[src/rtl/aib_axi_link_init_seq.sv]
// Bring-up sequencer for the AIB-to-AXI leader channel (clk_wr domain).
// Optional build macro AIB_INIT_RETRY_EN: failures retry through RST_HOLD up to MAX_RETRY times.
module aib_axi_link_init_seq #(
  parameter int RST_CYCLES = 16,
  parameter int TIMEOUT    = 4096,
  parameter int MAX_RETRY  = 3
) (
  input  logic       clk_wr,
  input  logic       rst_wr_n,
  input  logic       i_start,
  input  logic       i_clear,
  input  logic       i_device_detect,
  input  logic       i_fs_mac_rdy,
  input  logic       i_rx_align_done,
  output logic       o_ns_adapter_rstn,
  output logic       o_ns_mac_rdy,
  output logic       o_dcc_dll_lock_req,
  output logic       o_axi_en,
  output logic       o_link_up,
  output logic       o_error,
  output logic [2:0] o_err_code,
  output logic [2:0] o_state,
  output logic [1:0] o_retry_cnt
);

  localparam int CNT_MAX = (TIMEOUT > RST_CYCLES) ? TIMEOUT : RST_CYCLES;
  localparam int CW      = $clog2(CNT_MAX);
  localparam logic [CW-1:0] TO_LAST   = CW'(TIMEOUT - 1);
  localparam logic [CW-1:0] HOLD_LAST = CW'(RST_CYCLES - 1);
  localparam logic [1:0]    RETRY_MAX = 2'(MAX_RETRY);
`ifdef AIB_INIT_RETRY_EN
  localparam bit RETRY_EN = 1'b1;
`else
  localparam bit RETRY_EN = 1'b0;
`endif

  typedef enum logic [2:0] {
    ST_IDLE     = 3'd0,
    ST_DETECT   = 3'd1,
    ST_RST_HOLD = 3'd2,
    ST_MAC_RDY  = 3'd3,
    ST_ALIGN    = 3'd4,
    ST_LINK_UP  = 3'd5,
    ST_ERROR    = 3'd6
  } state_t;

  localparam int NSYNC = 3;

  logic [NSYNC-1:0] async_in;
  logic [NSYNC-1:0] sync_vec;
  logic             s_device_detect;
  logic             s_fs_mac_rdy;
  logic             s_rx_align_done;

  assign async_in = {i_rx_align_done, i_fs_mac_rdy, i_device_detect};

  // Two-flop synchroniser per far-side status line.
  generate
    for (genvar gi = 0; gi < NSYNC; gi++) begin : g_sync
      logic meta_reg;
      logic sync_reg;
      always_ff @(posedge clk_wr or negedge rst_wr_n) begin
        if (!rst_wr_n) begin
          meta_reg <= 1'b0;
          sync_reg <= 1'b0;
        end else begin
          meta_reg <= async_in[gi];
          sync_reg <= meta_reg;
        end
      end
      assign sync_vec[gi] = sync_reg;
    end
  endgenerate

  assign s_device_detect = sync_vec[0];
  assign s_fs_mac_rdy    = sync_vec[1];
  assign s_rx_align_done = sync_vec[2];

  state_t          state_reg;
  state_t          state_next;
  logic [CW-1:0]   cnt_reg;
  logic [CW-1:0]   cnt_next;
  logic [2:0]      code_next;
  logic [1:0]      retry_next;
  logic            fail;
  logic [2:0]      fail_code;
  logic            timed_out;
  logic            drive_next;

  assign timed_out = (cnt_reg == TO_LAST);

  always_comb begin
    state_next = state_reg;
    code_next  = o_err_code;
    retry_next = o_retry_cnt;
    fail       = 1'b0;
    fail_code  = 3'd0;

    if (state_reg != ST_ERROR && !i_start) begin
      state_next = ST_IDLE;
      code_next  = 3'd0;
    end else begin
      case (state_reg)
        ST_IDLE:     state_next = ST_DETECT;
        ST_DETECT: begin
          if (s_device_detect)  state_next = ST_RST_HOLD;
          else if (timed_out) begin fail = 1'b1; fail_code = 3'd1; end
        end
        ST_RST_HOLD: if (cnt_reg == HOLD_LAST) state_next = ST_MAC_RDY;
        ST_MAC_RDY: begin
          if (s_fs_mac_rdy)     state_next = ST_ALIGN;
          else if (timed_out) begin fail = 1'b1; fail_code = 3'd2; end
        end
        ST_ALIGN: begin
          if (s_rx_align_done)  state_next = ST_LINK_UP;
          else if (timed_out) begin fail = 1'b1; fail_code = 3'd3; end
        end
        ST_LINK_UP: begin
          if (!s_fs_mac_rdy || !s_rx_align_done) begin
            fail      = 1'b1;
            fail_code = 3'd4;
          end
        end
        ST_ERROR: begin
          if (i_clear) begin
            state_next = ST_IDLE;
            code_next  = 3'd0;
          end
        end
        default:     state_next = ST_IDLE;
      endcase
    end

    // The last cause is kept even while a retry is in flight.
    if (fail) begin
      code_next = fail_code;
      if (RETRY_EN && (o_retry_cnt < RETRY_MAX)) begin
        retry_next = o_retry_cnt + 2'd1;
        state_next = ST_RST_HOLD;
      end else begin
        state_next = ST_ERROR;
      end
    end

    if (state_next == ST_IDLE || state_next == ST_LINK_UP) retry_next = 2'd0;

    if (state_next != state_reg) begin
      cnt_next = '0;
    end else if (state_reg == ST_DETECT || state_reg == ST_RST_HOLD ||
                 state_reg == ST_MAC_RDY || state_reg == ST_ALIGN) begin
      cnt_next = cnt_reg + 1'b1;
    end else begin
      cnt_next = '0;
    end

    drive_next = (state_next == ST_MAC_RDY) || (state_next == ST_ALIGN) ||
                 (state_next == ST_LINK_UP);
  end

  always_ff @(posedge clk_wr or negedge rst_wr_n) begin
    if (!rst_wr_n) begin
      state_reg          <= ST_IDLE;
      cnt_reg            <= '0;
      o_ns_adapter_rstn  <= 1'b0;
      o_ns_mac_rdy       <= 1'b0;
      o_dcc_dll_lock_req <= 1'b0;
      o_axi_en           <= 1'b0;
      o_link_up          <= 1'b0;
      o_error            <= 1'b0;
      o_err_code         <= 3'd0;
      o_retry_cnt        <= 2'd0;
    end else begin
      state_reg          <= state_next;
      cnt_reg            <= cnt_next;
      o_ns_adapter_rstn  <= drive_next;
      o_ns_mac_rdy       <= drive_next;
      o_dcc_dll_lock_req <= drive_next;
      o_axi_en           <= (state_next == ST_LINK_UP);
      o_link_up          <= (state_next == ST_LINK_UP);
      o_error            <= (state_next == ST_ERROR);
      o_err_code         <= code_next;
      o_retry_cnt        <= retry_next;
    end
  end

  assign o_state = state_reg;

endmodule

[config.mk]
export PLATFORM = sky130hd
export DESIGN_NAME = aib_axi_link_init_seq
export DESIGN_NICKNAME = d
export VERILOG_FILES = /design/src/rtl/aib_axi_link_init_seq.sv
export SDC_FILE = /design/constraint.sdc
export NUM_CORES = 1
export LEC_CHECK = 0
export ABC_AREA = 0
export CORE_ASPECT_RATIO = 0.9
export CORE_UTILIZATION = 45
export CTS_BUF_LIST = sky130_fd_sc_hd__clkbuf_4 sky130_fd_sc_hd__clkbuf_8 sky130_fd_sc_hd__clkbuf_16
export DETAILED_ROUTE_END_ITERATION = 6
export PLACE_DENSITY = 0.69
export SYNTH_ARGS = -nofsm -noshare
export SYNTH_HDL_FRONTEND = slang
export SYNTH_SLANG_ARGS = --single-unit
export TNS_END_PERCENT = 100
[constraint.sdc]
create_clock -name clk_wr -period 2.65 [get_ports clk_wr]
set_input_delay 0.53 -clock clk_wr [delete_from_list [all_inputs] [get_ports clk_wr]]
set_output_delay 0.53 -clock clk_wr [all_outputs]
set_load 0.005 [all_outputs]
==> key figures <==
Status
  • Status: finished clean

Placement
  • I/O Buffers: 18
  • GPL Wtd Cong: between 0.8 and 0.9
  • Dpl hpwl: 2420 um

Clock network
  • CTS clk-pin slew, worst paths: about 0.09 ns
  • CTS buffer count: 3
  • CTS max path bufs: 2
  • CTS Sinks: 27
  • CTS Root Buffer Type: clkbuf_8
  • Cells resized by post-CTS repair: 0
  • CTS tree: yes
  • Skew-Pair Late Insertion Delay: ~0.27 ns
  • Post-CTS Setup Bufs: 0
  • Hold_buf cts: 0
  • H-tree Lvls: 1

STA
  • Setup violators final: 0
  • Fmax achieved: around 450 MHz
  • Clock Skew: approximately 0.011 ns
  • RSZ-0062 raised after global routing: no
  • Tmin final: about 2.2 ns
  • Fin. max-slew vios: 0
  • Post-route setup TNS: 0 ns
  • Fin crit share: between 80% and 90%
  • Worst Tran Pin Value: around 0.58 ns
  • Max_slew headroom: 61.2%
  • Hold Vio Cnt, Final: 0

Power
  • Leak: around 0.74 nW
  • VDD IR max: 0.366 mV
  • PwrDens: between 400 and 500 mW/mm^2
  • Final Total Pwr: between 0.8 and 0.9 mW

Floorplan
  • Row count: 20
  • Total Die Area: slightly below 0.004 mm^2
  • Initial core utilization: ~48%
  • Die Y-Extent: 59.1 um
  • Die width: between 60 and 70 um
  • I/O pin total: 21
  • Core area: around 0.0034 mm^2

Detailed routing
  • DRT Wirelength: ~3300 um
  • Initial DRC count: 73
  • Routed vias/inst: slightly below 6
  • WL per Instance: between 15 and 20 um
  • Vias: roughly 1200
  • Drc violations: 0
  • DRT Pass-1 Iters: 4
  • Routed Antenna Nets: 0

Yosys
  • Portion of netlist area occupied by mux cells: under 10%
  • Post-Synth Adder-Cell Area: less than 1%
  • Post-synthesis register bit count: 27
  • Post-synthesis cell type count: 52
  • Post-synth ARST share: 100%
  • Synth Flop Type: dfrtp_1
  • Avg Cell Area, Syn: ~11 um^2
  • Area of the mapped netlist: ~0.0016 mm^2
  • Largest family of logic cells by synthesized area: compound AO/OA/AOI/OAI gates
  • Post-synthesis xor/xnor area fraction: under 10%
  • Synth warn: 0
  • Mapped Cells: around 150
  • Post-synthesis sequential area ratio: roughly two fifths
  • Complex-gate fraction of the synthesized area: a little over a fifth
  • Post-synth EDFFs: 0
  • Synth Area in Simple Gates: between 10% and 20%

Hold path
  • Hold Crit Endpoint: g_sync[2].sync_reg
  • Hold depth: 0
  • Worst Hold Class: flop to flop
  • Hold Crit Start: g_sync[2].meta_reg

GRT
  • First-pass GRT wire length: approximately 5700 um
  • Antenna violations before repair: 0
  • Largest net degree at the start of global routing: 28
  • Vias in the first global route: 1186
  • Total gr overflow: 0
  • Gr usage total: about a fifth

Flow run
  • Max-Cap Viols: 0

Setup path
  • Worst reg2reg path depth: 5
  • Startpoint Class: flop
  • CP Class: flop to flop
  • Critical-path cell list: nor2b_1 -> a21o_1 -> a21oi_2 -> nor2b_4 -> a211oi_1
  • Worst Path Required: ~2.8 ns
  • Internal reg-to-reg setup slack: a little over 0.4 ns
  • Reg-to-Reg Start: o_state[2]
  • Reg2reg end: cnt_reg[11]
  • Critical Path End Type: flop
  • Critical path's top delay family: compound AO/OA/AOI/OAI gates
  • Worst path slowest cell: dfrtp_1
  • WP data arrival: between 2 and 2.5 ns
  • Critical Path Max Stage Delay: between 0.7 and 0.8 ns
  • Crit path buf inv count: 0
  • Crit-path max FO: 18

Final layout
  • P&R area growth vs syn: 13.2%
  • Most frequent cells in the layout: 27 x dfrtp_1, 18 x clkdlybuf4s50_1, 12 x nand3_1, 11 x nand2_1, 10 x a211oi_2
  • # diodes: 0
  • Core Util, Final: 54.2%
  • Final Net Count: around 180
  • Share of cells above drive strength 1: ~18%
  • Commonest non-fill, non-tap cell in the layout: dfrtp_1
  • Max reg flops: 12
## how the worst max path moves through the flow
stage	startpoint	end	slack, ns	cells past startpoint
after global placement	i_start	cnt_reg[0]	0.49	6
final	o_state[2]	cnt_reg[11]	0.41	5
after floorplan	cnt_reg[0]	cnt_reg[1]	0.76	7
after CTS	o_state[2]	cnt_reg[11]	0.45	5
after detailed placement	i_start	cnt_reg[0]	0.38	6
after global routing	o_state[2]	cnt_reg[11]	0.27	5
## Yosys cell counts, types with 2 or more instances
library cell	number	area share (%)
nand4_1	3	1.2
and3_1	2	0.77
nor3_1	3	0.92
nor4b_1	2	1.1
dfrtp_1	27	42
inv_1	8	1.8
xnor2_1	8	4.3
nor2_1	7	1.6
nand3_1	12	3.7
a31oi_1	3	1.2
buf_6	3	2.1
nand2_1	11	2.5
o21ai_0	4	1.2
a21oi_2	2	1.1
nor4_1	2	0.77
buf_4	5	2.3
mux2i_1	3	1.8
a21oi_1	4	1.2
xor2_1	3	1.6
a211oi_2	10	7.7
## power breakdown
part           switching (mW)  leakage, nW  internal, mW
registers              0.0257        0.361         0.424
logic                  0.0828        0.358        0.0629
clock network           0.125       0.0217         0.107
## area by class of cell
type	instances	area, um^2
sequential	27	676
multi-input combinational	108	827
fill	327	1560
clock inverter	1	7.51
clock buffer	3	41.3
timing repair buffer	21	203
tap	44	55.1
inverter	9	33.8
## cell families (layout without fill, tap and decap cells)
group | count (synthesis) | after routing
AOI/OAI and AO/OA | 37 | 37
xor gates and xnor gates | 11 | 11
adders and majority gates | 1 | 1
buffers and inverters | 20 | 34
DFF | 27 | 27
muxes | 3 | 3
other | 1 | 2
and+or+nand+nor | 54 | 54
## through the flow
stage	setup WS [ns]	hold WS, ns	std cells	instance area [um^2]
floorplan	0.756	0.234	155	1630
global route	0.272	0.362	213	1840
finish	0.406	0.356	213	1840
global placement	0.490	0.335	209	1790
CTS	0.451	0.360	213	1840
detailed placement	0.381	0.337	209	1790
## layer usage
metal | wire [um] | vias up | global-route usage (%)
met4 | 19 | 0 | 4.04
met5 | 0 | - | 0
li1 | - | 588 | -
met2 | 1570 | 45 | 31.7
met3 | 170 | 4 | 3.65
met1 | 1520 | 608 | 27.2
## worst reg2reg max path, stage by stage, from the launching register on
cell and delay, ns:
dfrtp_1 0.72, nor2b_1 0.18, a21o_1 0.22, a21oi_2 0.34, nor2b_4 0.48, a211oi_1 0.16
No activity file was read; power rests on OpenSTA's default activity.
